--- config.mk ---
export PLATFORM = sky130hd
export DESIGN_NAME = rap_err_monitor
export DESIGN_NICKNAME = d
export VERILOG_FILES = /design/src/rtl/rap_mon_pkg.sv /design/src/rtl/rap_ed_calc.sv /design/src/rtl/rap_err_monitor.sv
export SDC_FILE = /design/constraint.sdc
export NUM_CORES = 1
export LEC_CHECK = 0
export CORE_UTILIZATION = 30
export DETAILED_ROUTE_END_ITERATION = 8
export HOLD_SLACK_MARGIN = 0.06
export PLACE_DENSITY = 0.56
export SLEW_MARGIN = 10
export SYNTH_ARGS = -nofsm -noshare
export SYNTH_HDL_FRONTEND = slang
export SYNTH_HIERARCHICAL = 1
export SYNTH_SLANG_ARGS = --single-unit
--- constraint.sdc ---
create_clock -name clk -period 9.2 [get_ports clk]
set_input_delay 0.92 -clock clk [delete_from_list [all_inputs] [get_ports clk]]
set_output_delay 0.92 -clock clk [all_outputs]
set_load 0.01 [all_outputs]
--- src/rtl/rap_mon_pkg.sv ---
// Shared types and helpers for the approximate-adder error monitor.
// Holds the run FSM encoding, counter widths and saturating adders.
package rap_mon_pkg;

    localparam int ED_SUM_W = 48;
    localparam int CNT_W    = 32;

    typedef enum logic [1:0] {
        ST_IDLE = 2'd0,
        ST_RUN  = 2'd1,
        ST_DONE = 2'd2
    } state_t;

    function automatic logic [CNT_W-1:0] sat_inc_cnt(
        input logic [CNT_W-1:0] v
    );
        return (&v) ? v : v + CNT_W'(1);
    endfunction

    function automatic logic [ED_SUM_W-1:0] sat_add_sum(
        input logic [ED_SUM_W-1:0] s,
        input logic [ED_SUM_W-1:0] d
    );
        logic [ED_SUM_W:0] t;
        t = {1'b0, s} + {1'b0, d};
        return t[ED_SUM_W] ? {ED_SUM_W{1'b1}} : t[ED_SUM_W-1:0];
    endfunction

endpackage

--- src/rtl/rap_ed_calc.sv ---
// Exact sum of the operands and its unsigned distance to the
// approximate adder result; purely combinational.
module rap_ed_calc
    import rap_mon_pkg::*;
#(
    parameter int unsigned WIDTH = 32
) (
    input  logic [WIDTH-1:0] a,
    input  logic [WIDTH-1:0] b,
    input  logic [WIDTH:0]   approx_sum,
    output logic [WIDTH:0]   ed
);

    logic [WIDTH:0] w_exact;

    assign w_exact = {1'b0, a} + {1'b0, b};

    always_comb begin
        ed = '0;
        if (w_exact >= approx_sum) begin
            ed = w_exact - approx_sum;
        end else begin
            ed = approx_sum - w_exact;
        end
    end

endmodule

--- src/rtl/rap_err_monitor.sv ---
// Error statistics monitor for an approximate adder: two-stage
// pipeline (capture/distance, commit) driven by an IDLE/RUN/DONE FSM.
module rap_err_monitor
    import rap_mon_pkg::*;
#(
    parameter int unsigned      WIDTH     = 32,
    parameter logic [CNT_W-1:0] N_SAMPLES = 32'd1024
) (
    input  logic                clk,
    input  logic                rst,
    input  logic                start,
    input  logic                clear,
    input  logic                valid_in,
    input  logic [WIDTH-1:0]    a,
    input  logic [WIDTH-1:0]    b,
    input  logic [WIDTH:0]      approx_sum,
    output logic                busy,
    output logic                done,
    output logic [CNT_W-1:0]    sample_cnt,
    output logic [CNT_W-1:0]    err_cnt,
    output logic [ED_SUM_W-1:0] ed_sum,
    output logic [WIDTH:0]      ed_max
);

    state_t r_state;
    state_t w_next_state;

    logic [CNT_W-1:0]    r_acc_cnt;
    logic                r_s1_vld;
    logic [WIDTH-1:0]    r_s1_a;
    logic [WIDTH-1:0]    r_s1_b;
    logic [WIDTH:0]      r_s1_sum;
    logic [WIDTH:0]      w_s1_ed;
    logic                r_s2_vld;
    logic [WIDTH:0]      r_s2_ed;
    logic [CNT_W-1:0]    r_sample_cnt;
    logic [CNT_W-1:0]    r_err_cnt;
    logic [ED_SUM_W-1:0] r_ed_sum;
    logic [WIDTH:0]      r_ed_max;

    logic w_accept;
    logic w_restart;

    // clear wins over both start and an incoming sample
    assign w_accept  = valid_in && !clear && (r_state == ST_RUN)
                       && (r_acc_cnt < N_SAMPLES);
    assign w_restart = start && !clear && (r_state != ST_RUN);

    always_ff @(posedge clk) begin
        if (rst) begin
            r_state <= ST_IDLE;
        end else begin
            r_state <= w_next_state;
        end
    end

    always_comb begin
        w_next_state = r_state;
        unique case (r_state)
            ST_IDLE: if (start) w_next_state = ST_RUN;
            ST_RUN:  if (r_sample_cnt == N_SAMPLES) w_next_state = ST_DONE;
            ST_DONE: if (start) w_next_state = ST_RUN;
            default: w_next_state = ST_IDLE;
        endcase
        if (clear) begin
            w_next_state = ST_IDLE;
        end
    end

    always_ff @(posedge clk) begin
        if (rst || clear) begin
            r_s1_vld <= 1'b0;
            r_s2_vld <= 1'b0;
        end else begin
            r_s1_vld <= w_accept;
            r_s2_vld <= r_s1_vld;
        end
    end

    // operand/result registers carry no reset; the valid bits gate them
    always_ff @(posedge clk) begin
        if (w_accept) begin
            r_s1_a   <= a;
            r_s1_b   <= b;
            r_s1_sum <= approx_sum;
        end
        if (r_s1_vld) begin
            r_s2_ed <= w_s1_ed;
        end
    end

    rap_ed_calc #(
        .WIDTH(WIDTH)
    ) u_ed_calc (
        .a          (r_s1_a),
        .b          (r_s1_b),
        .approx_sum (r_s1_sum),
        .ed         (w_s1_ed)
    );

    always_ff @(posedge clk) begin
        if (rst || clear || w_restart) begin
            r_acc_cnt    <= '0;
            r_sample_cnt <= '0;
            r_err_cnt    <= '0;
            r_ed_sum     <= '0;
            r_ed_max     <= '0;
        end else begin
            if (w_accept) begin
                r_acc_cnt <= r_acc_cnt + CNT_W'(1);
            end
            if (r_s2_vld) begin
                r_sample_cnt <= sat_inc_cnt(r_sample_cnt);
                if (r_s2_ed != '0) begin
                    r_err_cnt <= sat_inc_cnt(r_err_cnt);
                end
                r_ed_sum <= sat_add_sum(r_ed_sum, ED_SUM_W'(r_s2_ed));
                if (r_s2_ed > r_ed_max) begin
                    r_ed_max <= r_s2_ed;
                end
            end
        end
    end

    assign busy       = (r_state == ST_RUN);
    assign done       = (r_state == ST_DONE);
    assign sample_cnt = r_sample_cnt;
    assign err_cnt    = r_err_cnt;
    assign ed_sum     = r_ed_sum;
    assign ed_max     = r_ed_max;

endmodule

==> qor.yml <==
status: "complete, but fails checks"
violations: "DRC"
max-slew-margin-rel: 0.330
dr_total_vias: 17800
cts_root_buffer: "clkbuf_16"
grt_first_pass_wirelength_um: 92700
r2r-start: "r_s1_a[0]"
yosys_most_used_dff: "dfxtp_1"
grt_usage: 0.170
die_w_um: 260
cp.required_ns: 9.50
hold_buffers: 0
maxCapViolCount: 0
setup_violations: 0
fin_tns_setup_ns: 0
post-synth-top-area-cell: "edfxtp_1"
async_flop_share: 0
p_leak_nw: 9.48
core-area_um2: 65700
whs_path_depth: 1
finalCriticalPeriod_ns: 6.07
wire_per_inst_um: 17.4
dieHeight_um: 260
reg2regPathDepth: 23
swShare: 0.230
antenna_found_initial: 1
clock_sink_count: 311
pwr-share-clk: 0.495
first_global_vias: 17300
synthToLayoutAreaGrowth_pct: 23.2
use_met1: 0.220
max-clock-path-buffers: 3
first_pass_iters: 7
power_switching_w: 0.000773
ios: 249
top_usage_layer: "met2"
hold_path.class: "reg -> reg"
dieArea_um2: 67500
critPathArrivalTime_ns: 6.37
regArea_um2: 7530
regToRegSetupSlack_ns: 3.13
clock_skew_ns: 0.0174
drc: 1
worst-path-max-fanout: 27
drv_slew: 0
clkLatencyLatePin_ns: 0.56
power_frac_seq: 0.432
synth_cell_types: 75
rows: 94
period_share: 0.660
fin_ws_ns: 3.13
final_antenna_net_count: 0
yosysMostFrequentCell: "nor2_1"
end_kind: "flip-flop"
reg2reg_to: "r_s2_ed[7]"
synth_nets: 2570
drt_iter0_drc: 1059
cts_tree: "done"
hold_start: "ed_sum[44]"
synthTopCellsByArea: "edfxtp_1, dfxtp_1, ha_1"
multi_input_area_um2: 11500
fillers: 6588
clk_pin_slew_ns: 0.06
syn_avg_cell_area_um2: 8.68
synth_top_area_frac: 0.196
portBuffers: 248
fin_util: 0.374
use_met3: 0.0353
p_int_w: 0.00259
grtUsageMet2: 0.272
fin_nets: 2753
cts_resized: 0
netlist_top_cells_count: "nor2_1, a21oi_1, dfxtp_1, ha_1, nand2_1"
overflow: 0
synth-edff-count: 130
viasPerCell: 5.28
worst_pin_slew_ns: 1.00
whs_endpoint: "ed_sum[44]"
syn_inst: 2297
power_density_nw_per_um2: 137
drt_wl_total_um: 58800
drive_above_1_share: 0.0438
synth_area_um2: 19900
synth-seq-area-share: 0.378
ctsHtreeMaxLevel: 2
yosysWarnings: 6
final_hold_viol_count: 0
grt_start_max_net_pins: 103
rsz0062_at_grt: "no"
pre_cts_ws_ns: 3.24
vdd.ir_drop.worst_mv: 0.144
post_cts_buffers: 0
dp_hpwl_um: 44400
gp_congestion: 0.872
synth_seq_cells: 311
crit_type: "reg -> reg"
num_antenna_cells: 0
cts_buffers: 39
max_clock_freq_mhz: 165
startpoint_type: "flip-flop"
comb_power_share: 0.072
start_util: 0.303
[power by group through the flow]
stage / clock [W] / combinational [W] / sequential, W
floorplan: 0 / 0.000150 / 0.00148
global placement: 0 / 0.000240 / 0.00148
detailed placement: 0 / 0.000241 / 0.00148
CTS: 0.00173 / 0.000242 / 0.00145
global route: 0.00177 / 0.000268 / 0.00145
finish: 0.00166 / 0.000244 / 0.00145
[worst max-delay path by stage]
stage	from	to	slack [ns]
2_1_floorplan	clear	r_acc_cnt[9]	2.20
3_3_place_gp	r_s1_a[0]	r_s2_ed[7]	3.24
3_5_place_dp	r_s1_a[0]	r_s2_ed[7]	3.24
4_1_cts	r_s1_a[0]	r_s2_ed[7]	3.19
5_1_grt	r_s1_a[0]	r_s2_ed[7]	2.65
6_report	r_s1_a[0]	r_s2_ed[7]	3.13
[layout by cell type (no fill, tap or decap), types with 92 or more instances in the layout]
cell type        Yosys  final
nand3_1             93     92
clkdlybuf4s50_1      0    248
a21oi_1            191    190
nor2_1             192    190
o21ai_0            154    154
nand2_1            155    154
ha_1               167    167
dfxtp_1            181    180
inv_1              146    146
edfxtp_1           130    130
[registers in the layout (all words and copies together) (netlist names)]
name	cells
r_s1_a	32
r_s1_vld	1
sample_cnt	32
r_s1_b	32
r_acc_cnt	32
r_s2_vld	1
r_s2_ed	33
r_state	2
r_s1_sum	33
err_cnt	32
ed_max	33
ed_sum	48
[area by class of cell]
type | count | share of cell area
repair buffers | 258 | 0.104
clock inverters | 22 | 0.0127
inverters | 146 | 0.0223
well taps | 864 | 0.0440
flip-flops and latches | 311 | 0.306
multi-input cells | 1724 | 0.467
clock buffers | 50 | 0.0439
[cell families after synthesis]
group / count (synthesis) / share of synthesized area
simple gates: 766 / 0.195
compound gates: 626 / 0.196
flops: 311 / 0.378
buf+inv: 262 / 0.0511
fa+ha+maj: 171 / 0.109
xor+xnor: 148 / 0.0650
mux: 13 / 0.00665
[critical path: stages (launching register included)]
cell and delay, ns:
edfxtp_1 0.36, ha_1 0.24, inv_1 0.08, fa_1 0.19, nor2b_1 0.07, o31a_1 0.27
nor3_1 0.37, o211ai_1 0.17, a21oi_1 0.31, o21bai_1 0.15, a311o_1 0.41, a31oi_1 0.30
xnor2_1 0.12, ha_1 0.55, nand2_1 0.09, nor3_1 0.31, and3_1 0.26, a31oi_1 0.14
nand2_1 0.16, o21bai_2 0.23, buf_4 0.37, mux2_2 0.38, a31oi_1 0.17, xnor2_1 0.08
[through the flow]
step,cells,hold slack (ns),area (um2),total power (W)
2_1_floorplan,2297,0.441,19900,0.00163
3_3_place_gp,3303,0.461,23200,0.00172
3_5_place_dp,3303,0.468,23200,0.00172
4_1_cts,3375,0.477,24600,0.00342
5_1_grt,3375,0.492,24600,0.00349
6_report,3375,0.478,24600,0.00336
[metal layers]
metal,wire (um),share of wire
met2,26400,0.45
met5,0,0
met3,3540,0.060
met1,26400,0.45
met4,2390,0.041
(Power assumes the default switching activity.)
